==> src/rtl/alu_bist_pkg.sv <==
// Shared types, constants and the MISR update function for the ALU BIST driver.
package alu_bist_pkg;

    localparam int MISR_W = 16;
    localparam int IDX_W  = 12;
    localparam logic [MISR_W-1:0] MISR_POLY = 16'h1021;

    typedef enum logic [1:0] {
        IDLE    = 2'd0,
        SETTLE  = 2'd1,
        CAPTURE = 2'd2,
        DONE    = 2'd3
    } state_e;

    // One MISR step: shift left, fold the polynomial on carry-out, xor in the response byte.
    function automatic logic [MISR_W-1:0] misr_next(input logic [MISR_W-1:0] sig,
                                                    input logic [7:0]        data);
        logic [MISR_W-1:0] nxt;
        nxt = {sig[MISR_W-2:0], 1'b0};
        if (sig[MISR_W-1]) begin
            nxt = nxt ^ MISR_POLY;
        end
        nxt = nxt ^ {8'h00, data};
        return nxt;
    endfunction

endpackage

==> src/rtl/alu_bist_misr.sv <==
// 16-bit multiple-input signature register compacting 8-bit ALU responses.
module alu_bist_misr
    import alu_bist_pkg::*;
(
    input  logic              clk,
    input  logic              rst_n,
    input  logic              ena,
    input  logic              load,
    input  logic [MISR_W-1:0] seed,
    input  logic              shift_en,
    input  logic [7:0]        data,
    output logic [MISR_W-1:0] sig
);

    logic [MISR_W-1:0] sig_d;
    logic [MISR_W-1:0] sig_q;

    // load wins over shift so a restart never folds a stale response into the seed
    always_comb begin
        sig_d = sig_q;
        if (ena) begin
            if (load) begin
                sig_d = seed;
            end else if (shift_en) begin
                sig_d = misr_next(sig_q, data);
            end
        end
    end

    always_ff @(posedge clk or negedge rst_n) begin
        if (!rst_n) begin
            sig_q <= '0;
        end else begin
            sig_q <= sig_d;
        end
    end

    assign sig = sig_q;

endmodule

==> src/rtl/alu_bist_driver.sv <==
// Sweeps every {op, b, a} vector into the ALU, holds each for SETTLE_CYCLES, then
// compacts the response into a MISR and compares the final signature to GOLDEN_SIG.
module alu_bist_driver
    import alu_bist_pkg::*;
#(
    parameter int                OP_COUNT      = 16,
    parameter int                SETTLE_CYCLES = 2,
    parameter logic [MISR_W-1:0] SEED          = 16'hFFFF,
    parameter logic [MISR_W-1:0] GOLDEN_SIG    = 16'h0000
) (
    input  logic              clk,
    input  logic              rst_n,
    input  logic              ena,
    input  logic              start,
    input  logic [7:0]        resp,
    output logic [3:0]        stim_a,
    output logic [3:0]        stim_b,
    output logic [3:0]        stim_op,
    output logic [IDX_W-1:0]  vec_idx,
    output logic              busy,
    output logic              done,
    output logic              pass,
    output logic [MISR_W-1:0] signature
);

    localparam int CNT_W = (SETTLE_CYCLES > 1) ? $clog2(SETTLE_CYCLES) : 1;
    localparam logic [CNT_W-1:0] CNT_LAST = CNT_W'(SETTLE_CYCLES - 1);
    localparam logic [IDX_W-1:0] IDX_LAST = IDX_W'(OP_COUNT * 256 - 1);

    state_e           state_d,      state_q;
    logic [IDX_W-1:0] vec_idx_d,    vec_idx_q;
    logic [CNT_W-1:0] settle_cnt_d, settle_cnt_q;
    logic             pass_d,       pass_q;

    logic              misr_load;
    logic              misr_shift;
    logic [MISR_W-1:0] misr_sig;

    // start is a one-cycle request sampled only in IDLE/DONE with ena high; there is no
    // acknowledge other than busy rising on the next cycle, and it is ignored otherwise.
    always_comb begin
        state_d      = state_q;
        vec_idx_d    = vec_idx_q;
        settle_cnt_d = settle_cnt_q;
        pass_d       = pass_q;
        misr_load    = 1'b0;
        misr_shift   = 1'b0;

        if (ena) begin
            case (state_q)
                IDLE, DONE: begin
                    if (start) begin
                        state_d      = SETTLE;
                        vec_idx_d    = '0;
                        settle_cnt_d = '0;
                        pass_d       = 1'b0;
                        misr_load    = 1'b1;
                    end
                end
                SETTLE: begin
                    if (settle_cnt_q == CNT_LAST) begin
                        state_d = CAPTURE;
                    end else begin
                        settle_cnt_d = settle_cnt_q + 1'b1;
                    end
                end
                CAPTURE: begin
                    misr_shift = 1'b1;
                    if (vec_idx_q == IDX_LAST) begin
                        state_d = DONE;
                        pass_d  = (misr_next(misr_sig, resp) == GOLDEN_SIG);
                    end else begin
                        state_d      = SETTLE;
                        vec_idx_d    = vec_idx_q + 1'b1;
                        settle_cnt_d = '0;
                    end
                end
                default: begin
                    state_d = IDLE;
                end
            endcase
        end
    end

    always_ff @(posedge clk or negedge rst_n) begin
        if (!rst_n) begin
            state_q      <= IDLE;
            vec_idx_q    <= '0;
            settle_cnt_q <= '0;
            pass_q       <= 1'b0;
        end else begin
            state_q      <= state_d;
            vec_idx_q    <= vec_idx_d;
            settle_cnt_q <= settle_cnt_d;
            pass_q       <= pass_d;
        end
    end

    alu_bist_misr u_misr (
        .clk      (clk),
        .rst_n    (rst_n),
        .ena      (ena),
        .load     (misr_load),
        .seed     (SEED),
        .shift_en (misr_shift),
        .data     (resp),
        .sig      (misr_sig)
    );

    // a is the inner loop, op the outer loop
    assign stim_a    = vec_idx_q[3:0];
    assign stim_b    = vec_idx_q[7:4];
    assign stim_op   = vec_idx_q[11:8];
    assign vec_idx   = vec_idx_q;
    assign busy      = (state_q == SETTLE) || (state_q == CAPTURE);
    assign done      = (state_q == DONE);
    assign pass      = pass_q;
    assign signature = misr_sig;

endmodule

==> config.mk <==
export PLATFORM = sky130hd
export DESIGN_NAME = alu_bist_driver
export DESIGN_NICKNAME = d
export VERILOG_FILES = /design/src/rtl/alu_bist_pkg.sv /design/src/rtl/alu_bist_misr.sv /design/src/rtl/alu_bist_driver.sv
export SDC_FILE = /design/constraint.sdc
export NUM_CORES = 1
export LEC_CHECK = 0
export ABC_AREA = 1
export BUFFER_PORTS_ARGS = -buffer_cell sky130_fd_sc_hd__clkbuf_2
export CORE_ASPECT_RATIO = 0.8
export CORE_MARGIN = 8
export CORE_UTILIZATION = 44
export DETAILED_ROUTE_END_ITERATION = 7
export GPL_TIMING_DRIVEN = 0
export PLACE_DENSITY = 0.67
export SYNTH_ARGS = -nofsm -noshare
export SYNTH_HDL_FRONTEND = slang
export SYNTH_HIERARCHICAL = 1
export SYNTH_SLANG_ARGS = --single-unit
==> constraint.sdc <==
create_clock -name clk -period 2 [get_ports clk]
set_clock_uncertainty 0.1 [all_clocks]
set_input_delay 0.2 -clock clk [delete_from_list [all_inputs] [get_ports clk]]
set_output_delay 0.2 -clock clk [all_outputs]
set_load 0.01 [all_outputs]
==> results of run 1 <==
## timing repair
action	4_1_cts	5_1_grt
setup endpoints to repair	22	25
hold buffers	1	0
endpoints found under the hold margin	32	0
setup buffers	3	1
resized for setup	3	8
pin swaps	1	2
## registers in the layout, indices dropped and copies added (netlist names)
name,cells
vec_idx,12
settle_cnt_q,1
u_misr/sig,16
state_q,2
pass,1
## path summary, 6_finish.rpt
check                                              start                        end  slack, ns  cells after the start
worst max-delay path              state_q[0]$_DFFE_PN0P_  u_misr/sig[8]$_DFFE_PN0P_       0.13                      8
worst min-delay path                             resp[1]  u_misr/sig[1]$_DFFE_PN0P_       0.18                      4
worst max register to register    state_q[0]$_DFFE_PN0P_  u_misr/sig[8]$_DFFE_PN0P_       0.13                      8
worst min register to register  settle_cnt_q$_DFFE_PN0P_   settle_cnt_q$_DFFE_PN0P_       0.37                      2
max in group asynchronous                          rst_n     vec_idx[5]$_DFFE_PN0P_       0.80                      2
min in group asynchronous                          rst_n  u_misr/sig[5]$_DFFE_PN0P_       0.46                      2
## layer usage
metal  vias up  global-route usage [%]  wire [µm]
met5         -                       0          0
met1      1083                    20.6       3010
li1       1264                       -          -
met3         2                    3.22        246
met2        42                    27.6       2860
met4         0                    3.66         40
## kinds of logic (layout without fill, tap and decap cells)
| kind of cell | after synthesis | count (layout) | share of synthesized area (%) |
|---|---|---|---|
| and+or+nand+nor | 229 | 229 | 40.1 |
| DFF | 32 | 32 | 33.6 |
| other | 1 | 16 | 0.158 |
| xor gates and xnor gates | 1 | 1 | 0.368 |
| buffers and inverters | 73 | 139 | 15.0 |
| adders and majority gates | 4 | 4 | 2.10 |
| AOI/OAI and AO/OA | 31 | 31 | 8.68 |
## critical path, delay by kind of cell, from the launching register on
kind	cells	cell delay (ns)
and+or+nand+nor	1	0.19
adders and majority gates	1	0.28
buffers and inverters	4	0.47
AOI/OAI and AO/OA	2	0.34
DFF	1	0.39
## power groups by stage
stage / Combinational, W / Sequential, W / Clock [W]
floorplan: 0.000968 / 0.00114 / 0
global placement: 0.00148 / 0.00111 / 0
detailed placement: 0.00151 / 0.00111 / 0
CTS: 0.00156 / 0.00110 / 0.000568
global route: 0.00183 / 0.00115 / 0.000597
finish: 0.00161 / 0.00111 / 0.000550
## cell usage after synthesis, drive strengths merged, types with 2 or more instances
cell type,n
inv,53
nand2,154
nor3b,2
o21ai,13
nand4,4
ha,4
dfrtp,32
o211ai,2
nor2,47
a21oi,9
nand3,17
nor3,3
o31ai,5
buf,18
## final cells by class
cell class | count | area [µm²] | area share [%]
Buffer | 19 | 154 | 5.20
Sequential cell | 32 | 801 | 27.0
Multi-Input combinational cell | 281 | 1310 | 44.3
Clock buffer | 7 | 96.3 | 3.25
Timing Repair Buffer | 59 | 310 | 10.5
Inverter | 54 | 208 | 7.01
Tap cell | 65 | 81.3 | 2.75
## metrics by stage
step | TNS (ns) | hold WS (ns) | worst slack (ns) | power, W | std cells
finish | 0 | 0.179 | 0.131 | 0.00327 | 517
global route | 0 | 0.234 | 0.0114 | 0.00359 | 517
CTS | 0 | 0.173 | 0.0102 | 0.00323 | 516
detailed placement | -0.703 | 0.255 | -0.0629 | 0.00263 | 505
global placement | -0.606 | 0.257 | -0.0622 | 0.00259 | 505
floorplan | 0 | -0.196 | 0.130 | 0.00211 | 386
==> out/summary.txt, run 1 <==
Clock Sinks = 32
Vias in the first global route = 2,313
Max-cap violations = 0
Yosys top cell area share = 33.6%
Cell Area, Placed = 2790 µm²
CTS Buf Count = 5
# rows = 24
Final wirelength = 6.15 mm
Longest Clk Path Bufs = 2
Clock power frac = 16.8%
Largest net degree at the start of global routing = 33
RSZ-0062 raised after global routing = no
CTS tree = yes
Crit path required time = 2.08 ns
Combinational power share = 49.3%
Core box area = 5350 µm²
Post-synth cell types = 33
DRC Markers = 0
Critical Path End Type = flip-flop
Count of final max-slew check failures = 0
Area grow syn2layout = 24.4%
Wire per inst = 11.9 µm
Hold Vio Cnt, Final = 0
Max VDD drop = 0.537 mV
Commonest non-fill, non-tap cell in the layout = nand2_1
Port buffer count = 54
DIE AREA = 8030 µm²
Status = complete, no violations
Worst-path clk slew = 0.07 ns
Clk Latency, worst-skew pair = 0.28 ns
Initial antenna violation count = 0
Die Y = 81.8 µm
Arr. time, crit path = 1.95 ns
Internal power = 0.00181 W
GRT overflow = 0
Tightest Hold Check Type = input port to flip-flop
CP startpoint kind = flip-flop
Max Fclk = 0.535 GHz
Synth area leaders = dfrtp_1, nand2_1, inv_1
Via density = 4.62
Starting density of the core = 44.5%
First-pass GRT wire length = 10.6 mm
Die Width = 98.2 µm
Max-slew headroom = 43.4%
PwrDens = 1100 nW/µm²
Dpl hpwl = 4.59 mm
DRT antenna net count = 0
Final non-filler cell area = 2960 µm²
Overall Global Routing Usage = 16.1%
Post-synthesis cell count = 371
Synth warn = 6
Layout cell share with drive strength beyond 1 = 24.3%
CP cell instances = inv_1, ha_4, inv_2, nor3_2, buf_6, o21ai_4, buf_4, o31ai_2
Nets = 468
Clk root buf = clkbuf_8
Vias = 2,391
P_leak = 1.72 nW
Syn_area_per_cell = 6.41 µm²
Flop pwr share = 33.9%
DR pass1 iterations = 6
Layout Utilization = 55.4%
Inserted Diodes = 0
Sequential-to-total area share from yosys stat = 33.6%
Fillcell total = 547
Most common flop cell mapped by yosys = dfrtp_1
Crit-path slowest cell = dfrtp_1
Synthesized cell area = 2380 µm²
Top Ports = 55
Fraction of registers with async set/reset = 100%
H-tree depth = 2
Gpl congestion = 0.813
Worst-path fanout max = 6
Worst slew pin tran = 0.849 ns
Commonest non-fill, non-tap cells in the layout = nand2_1, clkbuf_2, inv_1
Type of the worst setup path = flip-flop to flip-flop
Count of final setup violators = 0
Largest area contributor in the netlist = dfrtp_1
Final cycle utilization of the critical path = 93.5%
Sw frac = 44.8%
Flops & latches, synth = 32
Detailed router's first-iteration violation count = 92
Worst path max stage delay = 0.39 ns
EDFF count, synth = 0
Final Critical Period = 1.87 ns
Net Sw Power = 0.00146 W
Note: power is estimated with default switching activity, not from simulation.
==> run 2, diff against run 1 <==
- ABC_AREA: 1 -> not set
- PLACE_DENSITY: 0.67 -> 0.69
==> out/summary.txt, run 2 <==
Status = complete, no violations (unchanged)
Most common flop cell mapped by yosys = dfrtp_1 (unchanged)
Final non-filler cell area = 2650 µm² (was 2960 µm²)
Critical Path End Type = flip-flop (unchanged)
Clock Sinks = 32 (unchanged)
Overall Global Routing Usage = 14.3% (was 16.1%)
Clk Latency, worst-skew pair = 0.28 ns (about the same)
Largest net degree at the start of global routing = 33 (unchanged)
Most numerous cell in the Yosys netlist = dfrtp_1 (was nand2_1)
Fillcell total = 425 (was 547)
Starting density of the core = 45.3% (was 44.5%)
Inserted Diodes = 0 (unchanged)
Max-cap violations = 0 (unchanged)
GR Util met3 = 4.33% (was 3.22%)
Final Critical Period = 1.91 ns (was 1.87 ns)
Worst reg2reg startpoint = state_q[0]$_DFFE_PN0P_ (unchanged)
P_leak = 1.31 nW (was 1.72 nW)
Final wirelength = 5.29 mm (was 6.15 mm)
CTS tree = yes (unchanged)
Multi-input gate area = 1170 µm² (was 1310 µm²)
Sequential-to-total area share from yosys stat = 38.6% (was 33.6%)
Nets = 317 (was 468)
Syn_area_per_cell = 9.46 µm² (was 6.41 µm²)
Commonest non-fill, non-tap cell in the layout = clkbuf_2 (was nand2_1)
CTS Buf Count = 5 (unchanged)
Met2 global-route usage = 21.5% (was 27.6%)
EDFF count, synth = 0 (unchanged)
Synthesized cell area = 2070 µm² (was 2380 µm²)
First-pass GRT wire length = 8.30 mm (was 10.6 mm)
RSZ-0062 raised after global routing = no (unchanged)
Die Width = 92.7 µm (was 98.2 µm)
Largest area contributor in the netlist = dfrtp_1 (unchanged)
Longest Clk Path Bufs = 2 (unchanged)
Max VDD drop = 0.660 mV (was 0.537 mV)
CP startpoint kind = flip-flop (unchanged)
Arr. time, crit path = 2.02 ns (was 1.95 ns)
Clk root buf = clkbuf_8 (unchanged)
Commonest non-fill, non-tap cells in the layout = clkbuf_2, dfrtp_1, buf_4, nand2_1, conb_1 (was nand2_1, clkbuf_2, inv_1)
Tightest Hold Check Type = input port to flip-flop (unchanged)
Type of the worst setup path = flip-flop to flip-flop (unchanged)
Hold Vio Cnt, Final = 0 (unchanged)
Post-synthesis cell count = 219 (was 371)
Final cycle utilization of the critical path = 95.7% (was 93.5%)
H-tree depth = 2 (unchanged)
Layout Utilization = 58.1% (was 55.4%)
Detailed router's first-iteration violation count = 114 (was 92)
Vias in the first global route = 1,686 (was 2,313)
# rows = 22 (was 24)
Max reg flops = 16 (unchanged)
Yosys top cell area share = 38.6% (was 33.6%)
GRT Max-Usage Layer = met2 (unchanged)
Worst-path fanout max = 6 (unchanged)
Sw frac = 41.9% (was 44.8%)
M1 GR Usage = 19.2% (was 20.6%)
Worst Setup EP = vec_idx[7]$_DFFE_PN0P_ (was u_misr/sig[8]$_DFFE_PN0P_)
Sequential cell area = 803 µm² (was 801 µm²)
DRC Markers = 0 (unchanged)
DIE AREA = 7170 µm² (was 8030 µm²)
GRT overflow = 0 (unchanged)
DR pass1 iterations = 4 (was 6)
Worst reg2reg path depth = 6 (was 8)
Post-synth cell types = 50 (was 33)
Clock power frac = 17.4% (was 16.8%)
Port buffer count = 54 (unchanged)
Synth warn = 6 (unchanged)
Max-slew headroom = 45.4% (was 43.4%)
Flops & latches, synth = 32 (unchanged)
PwrDens = 1130 nW/µm² (was 1100 nW/µm²)
Layout cell share with drive strength beyond 1 = 35.1% (was 24.3%)
Dpl hpwl = 3.82 mm (was 4.59 mm)
Setup TNS = 0 ns (unchanged)
Count of final max-slew check failures = 0 (unchanged)
Core box area = 4570 µm² (was 5350 µm²)
Gpl congestion = 0.788 (was 0.813)
Initial antenna violation count = 0 (unchanged)
Net Sw Power = 0.00125 W (was 0.00146 W)
R2R setup slack = 0.09 ns (was 0.13 ns)
Cell Area, Placed = 2470 µm² (was 2790 µm²)
Die Y = 77.4 µm (was 81.8 µm)
Count of final setup violators = 0 (unchanged)
Worst slew pin tran = 0.819 ns (was 0.849 ns)
Area grow syn2layout = 28.1% (was 24.4%)
Worst reg2reg path endpoint = vec_idx[7]$_DFFE_PN0P_ (was u_misr/sig[8]$_DFFE_PN0P_)
Post-route insts no fill = 362 (was 517)
Top Ports = 55 (unchanged)
Wire per inst = 14.6 µm (was 11.9 µm)
Fraction of registers with async set/reset = 100% (unchanged)
Crit path required time = 2.11 ns (was 2.08 ns)
Internal power = 0.00174 W (was 0.00181 W)
Max Fclk = 0.522 GHz (was 0.535 GHz)
Vias = 1,837 (was 2,391)
Final hold slack = 0.173 ns (was 0.179 ns)
Worst-path clk slew = 0.07 ns (about the same)
Top cells by count, synth = dfrtp_1, o21ai_0, nand2_1 (was nand2_1, inv_1, nor2_1)
Via density = 5.07 (was 4.62)
DRT antenna net count = 0 (unchanged)
Flop pwr share = 36.5% (was 33.9%)
Placed Cells = 348 (was 505)
Combinational power share = 46.2% (was 49.3%)
Synth area leaders = dfrtp_1, mux2i_1, buf_4 (was dfrtp_1, nand2_1, inv_1)
Worst Setup SP = state_q[0]$_DFFE_PN0P_ (unchanged)
## run 2: critical path, stage by stage (launching register included)
cell     delay [ns]
dfrtp_1        0.40
inv_1          0.09
ha_2           0.31
inv_2          0.12
o21ai_1        0.15
or4b_1         0.51
a31oi_1        0.16
## run 2: what timing repair did
action                     CTS  global route
setup endpoints to repair   23            29
setup buffers                3             2
hold endpoints to repair    32             0
pin swaps                    1             1
hold buffers                 1             0
gates resized for setup      6            16
## run 2: cell type report
class | count | share of cell area (%)
Clock inverter | 2 | 0.377
Buffer | 21 | 6.03
Multi-Input combinational cell | 173 | 44.3
Clock buffer | 6 | 3.11
Tap cell | 60 | 2.83
Sequential cell | 32 | 30.3
Inverter | 8 | 1.13
Timing Repair Buffer | 60 | 12.0
## run 2: per-layer routing
layer,routed length [µm],up-vias
li1,-,934
met1,2560,854
met2,2410,47
met3,308,2
met4,22,0
met5,0,-
## run 2: worst min-delay path by stage
| stage | startpoint | end | slack [ns] | cells after the start |
|---|---|---|---|---|
| floorplan | rst_n | pass$_DFFE_PN0P_ | -0.20 | 0 |
| global placement | rst_n | state_q[0]$_DFFE_PN0P_ | 0.25 | 1 |
| detailed placement | rst_n | state_q[0]$_DFFE_PN0P_ | 0.24 | 1 |
| CTS | resp[5] | u_misr/sig[5]$_DFFE_PN0P_ | 0.17 | 3 |
| global route | resp[5] | u_misr/sig[5]$_DFFE_PN0P_ | 0.18 | 3 |
| finish | resp[5] | u_misr/sig[5]$_DFFE_PN0P_ | 0.17 | 3 |
## run 2: cells by family (layout without fill, tap and decap cells)
group / count (synthesis) / count (layout) / share of synthesized area [%]
AO/OA/AOI/OAI: 54 / 54 / 16.8
XOR/XNOR: 18 / 18 / 7.61
adder cells (fa/ha/maj): 4 / 4 / 2.42
buffers and inverters: 29 / 97 / 8.88
flip-flops: 32 / 32 / 38.6
multiplexers: 16 / 16 / 7.79
other: 1 / 16 / 0.181
AND/OR/NAND/NOR: 65 / 65 / 17.7
## run 2: through the flow
stage,power (W),worst slack [ns]
floorplan,0.00192,0.0686
global placement,0.00233,-0.125
detailed placement,0.00238,-0.146
CTS,0.00293,0.00411
global route,0.00322,0.0105
finish,0.00299,0.0853
## run 2: power groups by stage
| stage | clock (W) | sequential (W) | combinational (W) |
|---|---|---|---|
| 6_report | 0.000520 | 0.00109 | 0.00138 |
| 2_1_floorplan | 0 | 0.00113 | 0.000796 |
| 3_5_place_dp | 0 | 0.00110 | 0.00128 |
| 3_3_place_gp | 0 | 0.00109 | 0.00124 |
| 4_1_cts | 0.000531 | 0.00109 | 0.00131 |
| 5_1_grt | 0.000560 | 0.00114 | 0.00153 |
